`src/rtl/predictor_pkg.sv`:
```
// Shared defaults and helpers for the correlated (gshare-style) branch predictor.
package predictor_pkg;

  localparam int DEF_HIST_BITS = 2;
  localparam int DEF_IDX_BITS  = 6;
  localparam int DEF_CNT_BITS  = 2;
  localparam int MISP_CNT_W    = 16;

  // Weakly-not-taken is the largest value whose MSB is still clear.
  function automatic logic [3:0] weakNotTaken(input int cntBits);
    return 4'((1 << (cntBits - 1)) - 1);
  endfunction

endpackage

```
`src/rtl/sat_counter_nbit.sv`:
```
// Saturating up/down counter step: returns i_cnt moved one step toward i_inc's direction.
module sat_counter_nbit #(
  parameter int W = 2
) (
  input  logic [W-1:0] i_cnt,
  input  logic         i_inc,
  output logic [W-1:0] o_cnt
);

  always_comb begin
    o_cnt = i_cnt;
    if (i_inc) begin
      if (i_cnt != '1) o_cnt = i_cnt + 1'b1;
    end else begin
      if (i_cnt != '0) o_cnt = i_cnt - 1'b1;
    end
  end

endmodule

```
`src/rtl/predictor_correlated_param.sv`:
```
// Global-history correlated predictor: PC xor GHR indexes a table of saturating counters,
// with same-cycle update bypass, speculative history shift and mispredict repair.
module predictor_correlated_param
  import predictor_pkg::*;
#(
  parameter int HIST_BITS = DEF_HIST_BITS,
  parameter int IDX_BITS  = DEF_IDX_BITS,
  parameter int CNT_BITS  = DEF_CNT_BITS
) (
  input  logic                  clock,
  input  logic                  reset,
  input  logic                  lookup_valid,
  input  logic [31:0]           lookup_pc,
  output logic                  predict_taken,
  output logic [HIST_BITS-1:0]  lookup_hist,
  input  logic                  upd_valid,
  input  logic [31:0]           upd_pc,
  input  logic [HIST_BITS-1:0]  upd_hist,
  input  logic                  upd_taken,
  input  logic                  upd_mispredict,
  output logic [MISP_CNT_W-1:0] mispredict_count
);

  localparam int ENTRIES = 1 << IDX_BITS;
  localparam logic [CNT_BITS-1:0] WEAK_NT = CNT_BITS'(weakNotTaken(CNT_BITS));

  logic [CNT_BITS-1:0]   r_table [ENTRIES];
  logic [HIST_BITS-1:0]  r_ghr;
  logic [MISP_CNT_W-1:0] r_mispCount;
  logic                  r_firstCycle;

  logic [IDX_BITS-1:0]   w_lookupIdx;
  logic [IDX_BITS-1:0]   w_updIdx;
  logic [CNT_BITS-1:0]   w_updNext;
  logic [CNT_BITS-1:0]   w_lookupCnt;
  logic                  w_repair;
  logic [HIST_BITS-1:0]  w_specHist;
  logic [HIST_BITS-1:0]  w_repairHist;
  logic                  w_unusedPcBits;

  assign w_lookupIdx = lookup_pc[IDX_BITS+1:2] ^ IDX_BITS'(r_ghr);
  assign w_updIdx    = upd_pc[IDX_BITS+1:2] ^ IDX_BITS'(upd_hist);
  assign w_repair    = upd_valid & upd_mispredict;

  assign w_unusedPcBits = ^{lookup_pc[31:IDX_BITS+2], lookup_pc[1:0],
                            upd_pc[31:IDX_BITS+2], upd_pc[1:0]};

  // The single counter step feeds both the table write and the same-cycle bypass.
  sat_counter_nbit #(.W(CNT_BITS)) u_satCounter (
    .i_cnt (r_table[w_updIdx]),
    .i_inc (upd_taken),
    .o_cnt (w_updNext)
  );

  assign w_lookupCnt = (upd_valid && (w_updIdx == w_lookupIdx)) ? w_updNext
                                                                 : r_table[w_lookupIdx];

  assign predict_taken    = lookup_valid & reset & ~r_firstCycle & w_lookupCnt[CNT_BITS-1];
  assign lookup_hist      = r_ghr;
  assign mispredict_count = r_mispCount;

  if (HIST_BITS == 1) begin : g_hist1
    assign w_specHist   = predict_taken;
    assign w_repairHist = upd_taken;
  end else begin : g_histN
    assign w_specHist   = {r_ghr[HIST_BITS-2:0], predict_taken};
    assign w_repairHist = {upd_hist[HIST_BITS-2:0], upd_taken};
  end

  // Repair wins over the speculative shift: the younger D-stage branch is being flushed.
  always_ff @(posedge clock) begin
    if (!reset) begin
      r_ghr        <= '0;
      r_mispCount  <= '0;
      r_firstCycle <= 1'b1;
    end else begin
      r_firstCycle <= 1'b0;
      if (w_repair) begin
        r_ghr <= w_repairHist;
      end else if (lookup_valid) begin
        r_ghr <= w_specHist;
      end
      if (w_repair && (r_mispCount != '1)) begin
        r_mispCount <= r_mispCount + 1'b1;
      end
    end
  end

  always_ff @(posedge clock) begin
    if (!reset) begin
      for (int i = 0; i < ENTRIES; i++) begin
        r_table[i] <= WEAK_NT;
      end
    end else if (upd_valid) begin
      r_table[w_updIdx] <= w_updNext;
    end
  end

endmodule

```
`config.mk`:
```
export PLATFORM = sky130hd
export DESIGN_NAME = predictor_correlated_param
export DESIGN_NICKNAME = d
export VERILOG_FILES = /design/src/rtl/predictor_pkg.sv /design/src/rtl/sat_counter_nbit.sv /design/src/rtl/predictor_correlated_param.sv
export SDC_FILE = /design/constraint.sdc
export NUM_CORES = 1
export LEC_CHECK = 0
export BUFFER_PORTS_ARGS = -buffer_cell sky130_fd_sc_hd__buf_2
export CORE_MARGIN = 1.5
export CORE_UTILIZATION = 52
export CTS_CLUSTER_SIZE = 40
export DETAILED_ROUTE_END_ITERATION = 7
export GPL_TIMING_DRIVEN = 1
export PLACE_DENSITY = 0.72
export SLEW_MARGIN = 20
export SYNTH_ARGS = -nofsm -noshare
export SYNTH_HDL_FRONTEND = slang
export SYNTH_HIERARCHICAL = 1
export SYNTH_SLANG_ARGS = --single-unit
```
`constraint.sdc`:
```
create_clock -name clock -period 3.5 [get_ports clock]
set_clock_uncertainty 0.05 [all_clocks]
set_input_delay 0 -clock clock [delete_from_list [all_inputs] [get_ports clock]]
set_output_delay 0 -clock clock [all_outputs]
set_load 0.005 [all_outputs]
```
==> reports/results.tsv <==
metric	value	unit
cp.depth	13	
gr-usage-all-layers	31.4	%
internal_power	3.27	mW
p_sw	1.10	mW
setup.worst_path.start_class	input port	
port_buffers	38	
arrival	3.38	ns
nets	851	
stdcell_count	969	
final_layout_size_suffix_gt1_share	20.7	%
place_congestion	0.928	
power_frac_comb	14.2	%
synth_area	7590	um2
synth.top_cell.area_share	50.6	%
holdPathEnd	lookup_hist[0]	
drt-total-wl	22.8	mm
slowest_delay	0.53	ns
post_cts_buffers	0	
reg2reg_slack	0.56	ns
grt_pass1_wl	35.2	mm
synth_top_area_cell	edfxtp_1	
root_buffer	clkbuf_16	
clockBufferDepth	2	
ys_seq_area_share	55.7	%
dieHeight	124	um
regArea	4220	um2
rsz0062_at_grt	no	
ant_nets	0	
rr_startpoint	r_table[20][0]	
multi_input_area	3150	um2
switching_share	25.2	%
critPathMaxFanout	13	
pin_count	91	
wire_per_inst	23.5	um
fin_setup_tns	0	ns
relSlewSlack	46.3	%
synth.avg_cell_area	10.8	um2
tightest_slew	0.804	ns
power.share.clock	40.8	%
status	completed	
coreArea	14000	um2
syn_inst	706	
synth_seq_cells	147	
initial_utilization	54.0	%
h-tree-depth	4	
path_cells	dlygate4sd3_1 -> buf_2 -> buf_4 -> nor3_2 -> buf_4 -> a22o_1 -> nor4_1 -> a41oi_1 -> mux4_2 -> maj3_2 -> o21ai_1 -> a21oi_1 -> buf_2	
fillers	1083	
r2r_end	r_table[61][1]	
antenna_found_initial	0	
p_leak	2.94	nW
async_flop_share	0	%
worst-path-buf-inv	5	
cts_tree	done	
p_per_area	489	nW/um2
drt_iter0_drc	850	
insertion_delay	0.43	ns
clock-sinks	147	
synth_edf_count	128	
core.rowCount	43	
area_growth	17.7	%
crit_family	buffers and inverters	
p_total	4.37	mW
maxCapViolCount	0	
crit_slowest_cell	dlygate4sd3_1	
setup_viol	0	
layout_worst_path_cycle_share	97.9	%
finalHoldViolations	0	
dp.cells	934	
drc	0	
avgViaCountPerCell	6.70	
yosysWarnings	6	
min-delay-start	lookup_pc[7]	
antenna_cells	0	
cts.clk_slew.worst_paths	0.06	ns
crit_required	3.45	ns
syn-num-nets	779	
timing.fmax	292	MHz
hpwl	15.5	mm
worstSetupPathType	input port to output pin	
cts_inserted_buffers	17	
yosys-top-cells-count	edfxtp_1, nor2_1, nand2_1	
dr_total_vias	6494	
synth.most_common_cell	edfxtp_1	
grt_max_degree	69	
irDropWorstVdd	367	uV
die_area	15300	um2
finalMaxSlewViolations	0	
pwr-share-seq	45.0	%
hold_path_depth	4	
r2r_cells	8	
synth.area.top_cells	edfxtp_1, dfxtp_1, nor2_1	
first_pass_iters	5	
grt_pass1_vias	6445	
cp-end-kind	output pin	
period_minus_slack	3.43	ns
ys_types	55	
hp-class	input port to flop	
die_w	124	um
grt_overflow	0	
synth_ff_type	edfxtp_1	
==> placed cells by master, fill, tap and decap left out, types with 9 or more instances in the layout <==
| cell | n |
|---|---|
| mux4_2 | 12 |
| a22o_1 | 17 |
| xnor2_1 | 16 |
| o21ai_0 | 69 |
| nand3_1 | 27 |
| clkbuf_16 | 17 |
| buf_2 | 38 |
| nor2_1 | 101 |
| a22oi_1 | 15 |
| a21oi_1 | 11 |
| dfxtp_1 | 19 |
| nor3_1 | 9 |
| inv_1 | 14 |
| buf_4 | 54 |
| nand2_1 | 89 |
| edfxtp_1 | 128 |
| nand4_1 | 26 |
==> per-layer routing <==
layer	GRT usage (%)	vias up	part of all wire, %
li1	-	2794	-
met1	40.0	3159	38
met2	50.2	476	47
met3	8.70	65	12
met4	14.2	0	3.2
met5	0	-	0
==> repair_timing <==
item                                    4_1_cts  5_1_grt
hold buffers                                  5        0
endpoints found under the hold margin         4        0
resized for setup                             0        4
endpoints found under the setup margin        0        1
==> worst max path at each step <==
stage / from / end / slack, ns
floorplan: upd_pc[4] / r_table[28][0] / 0.68
global placement: upd_hist[0] / r_table[29][1] / 0.06
detailed placement: upd_hist[0] / r_table[61][1] / 0.03
CTS: upd_pc[4] / predict_taken / 0.14
global route: upd_pc[4] / predict_taken / 0.03
finish: upd_pc[4] / predict_taken / 0.07
==> power groups by stage <==
stage               sequential, mW  combinational (mW)  clock, mW
finish                        1.97               0.621       1.78
global route                  1.97               0.648       1.86
CTS                           1.96               0.597       1.80
detailed placement            2.00               0.587          0
global placement              2.00               0.577          0
floorplan                     1.99               0.359          0
==> logic make-up after synthesis <==
kind of cell	synth area share [%]
simple gates	17.6
buf+inv	3.31
compound gates	12.7
mux	6.71
fa+ha+maj	0.462
xor+xnor	3.49
flops	55.7
==> sequential cells by signal, indices dropped and copies added, names as in the netlist <==
signal and count:
lookup_hist 2, r_firstCycle 1, r_table 128, mispredict_count 16
==> tightest hold or removal path: stages <==
cell,delay [ns]
buf_2,0.17
nand4_1,0.11
nand4_1,0.12
a21boi_1,0.06
==> per-stage QoR <==
stage	area, um2	setup WS, ns	hold slack [ns]	utilization (%)
after floorplan	7590	0.676	0.0836	-
after global placement	8290	0.0580	0.301	59.1
after detailed placement	8290	0.0327	0.309	59.1
after CTS	8910	0.137	0.0115	63.5
after global routing	8940	0.0250	0.0585	63.6
final	8940	0.0750	0.0386	63.6
==> layout make-up <==
type | count | share of cell area (%)
timing repair buffer | 100 | 7.90
multi-input combinational | 496 | 35.2
sequential | 147 | 47.3
inverter | 16 | 0.714
tap | 180 | 2.52
clock buffer | 18 | 4.80
clock inverter | 12 | 1.58
Note: power is estimated with default switching activity, not from simulation.
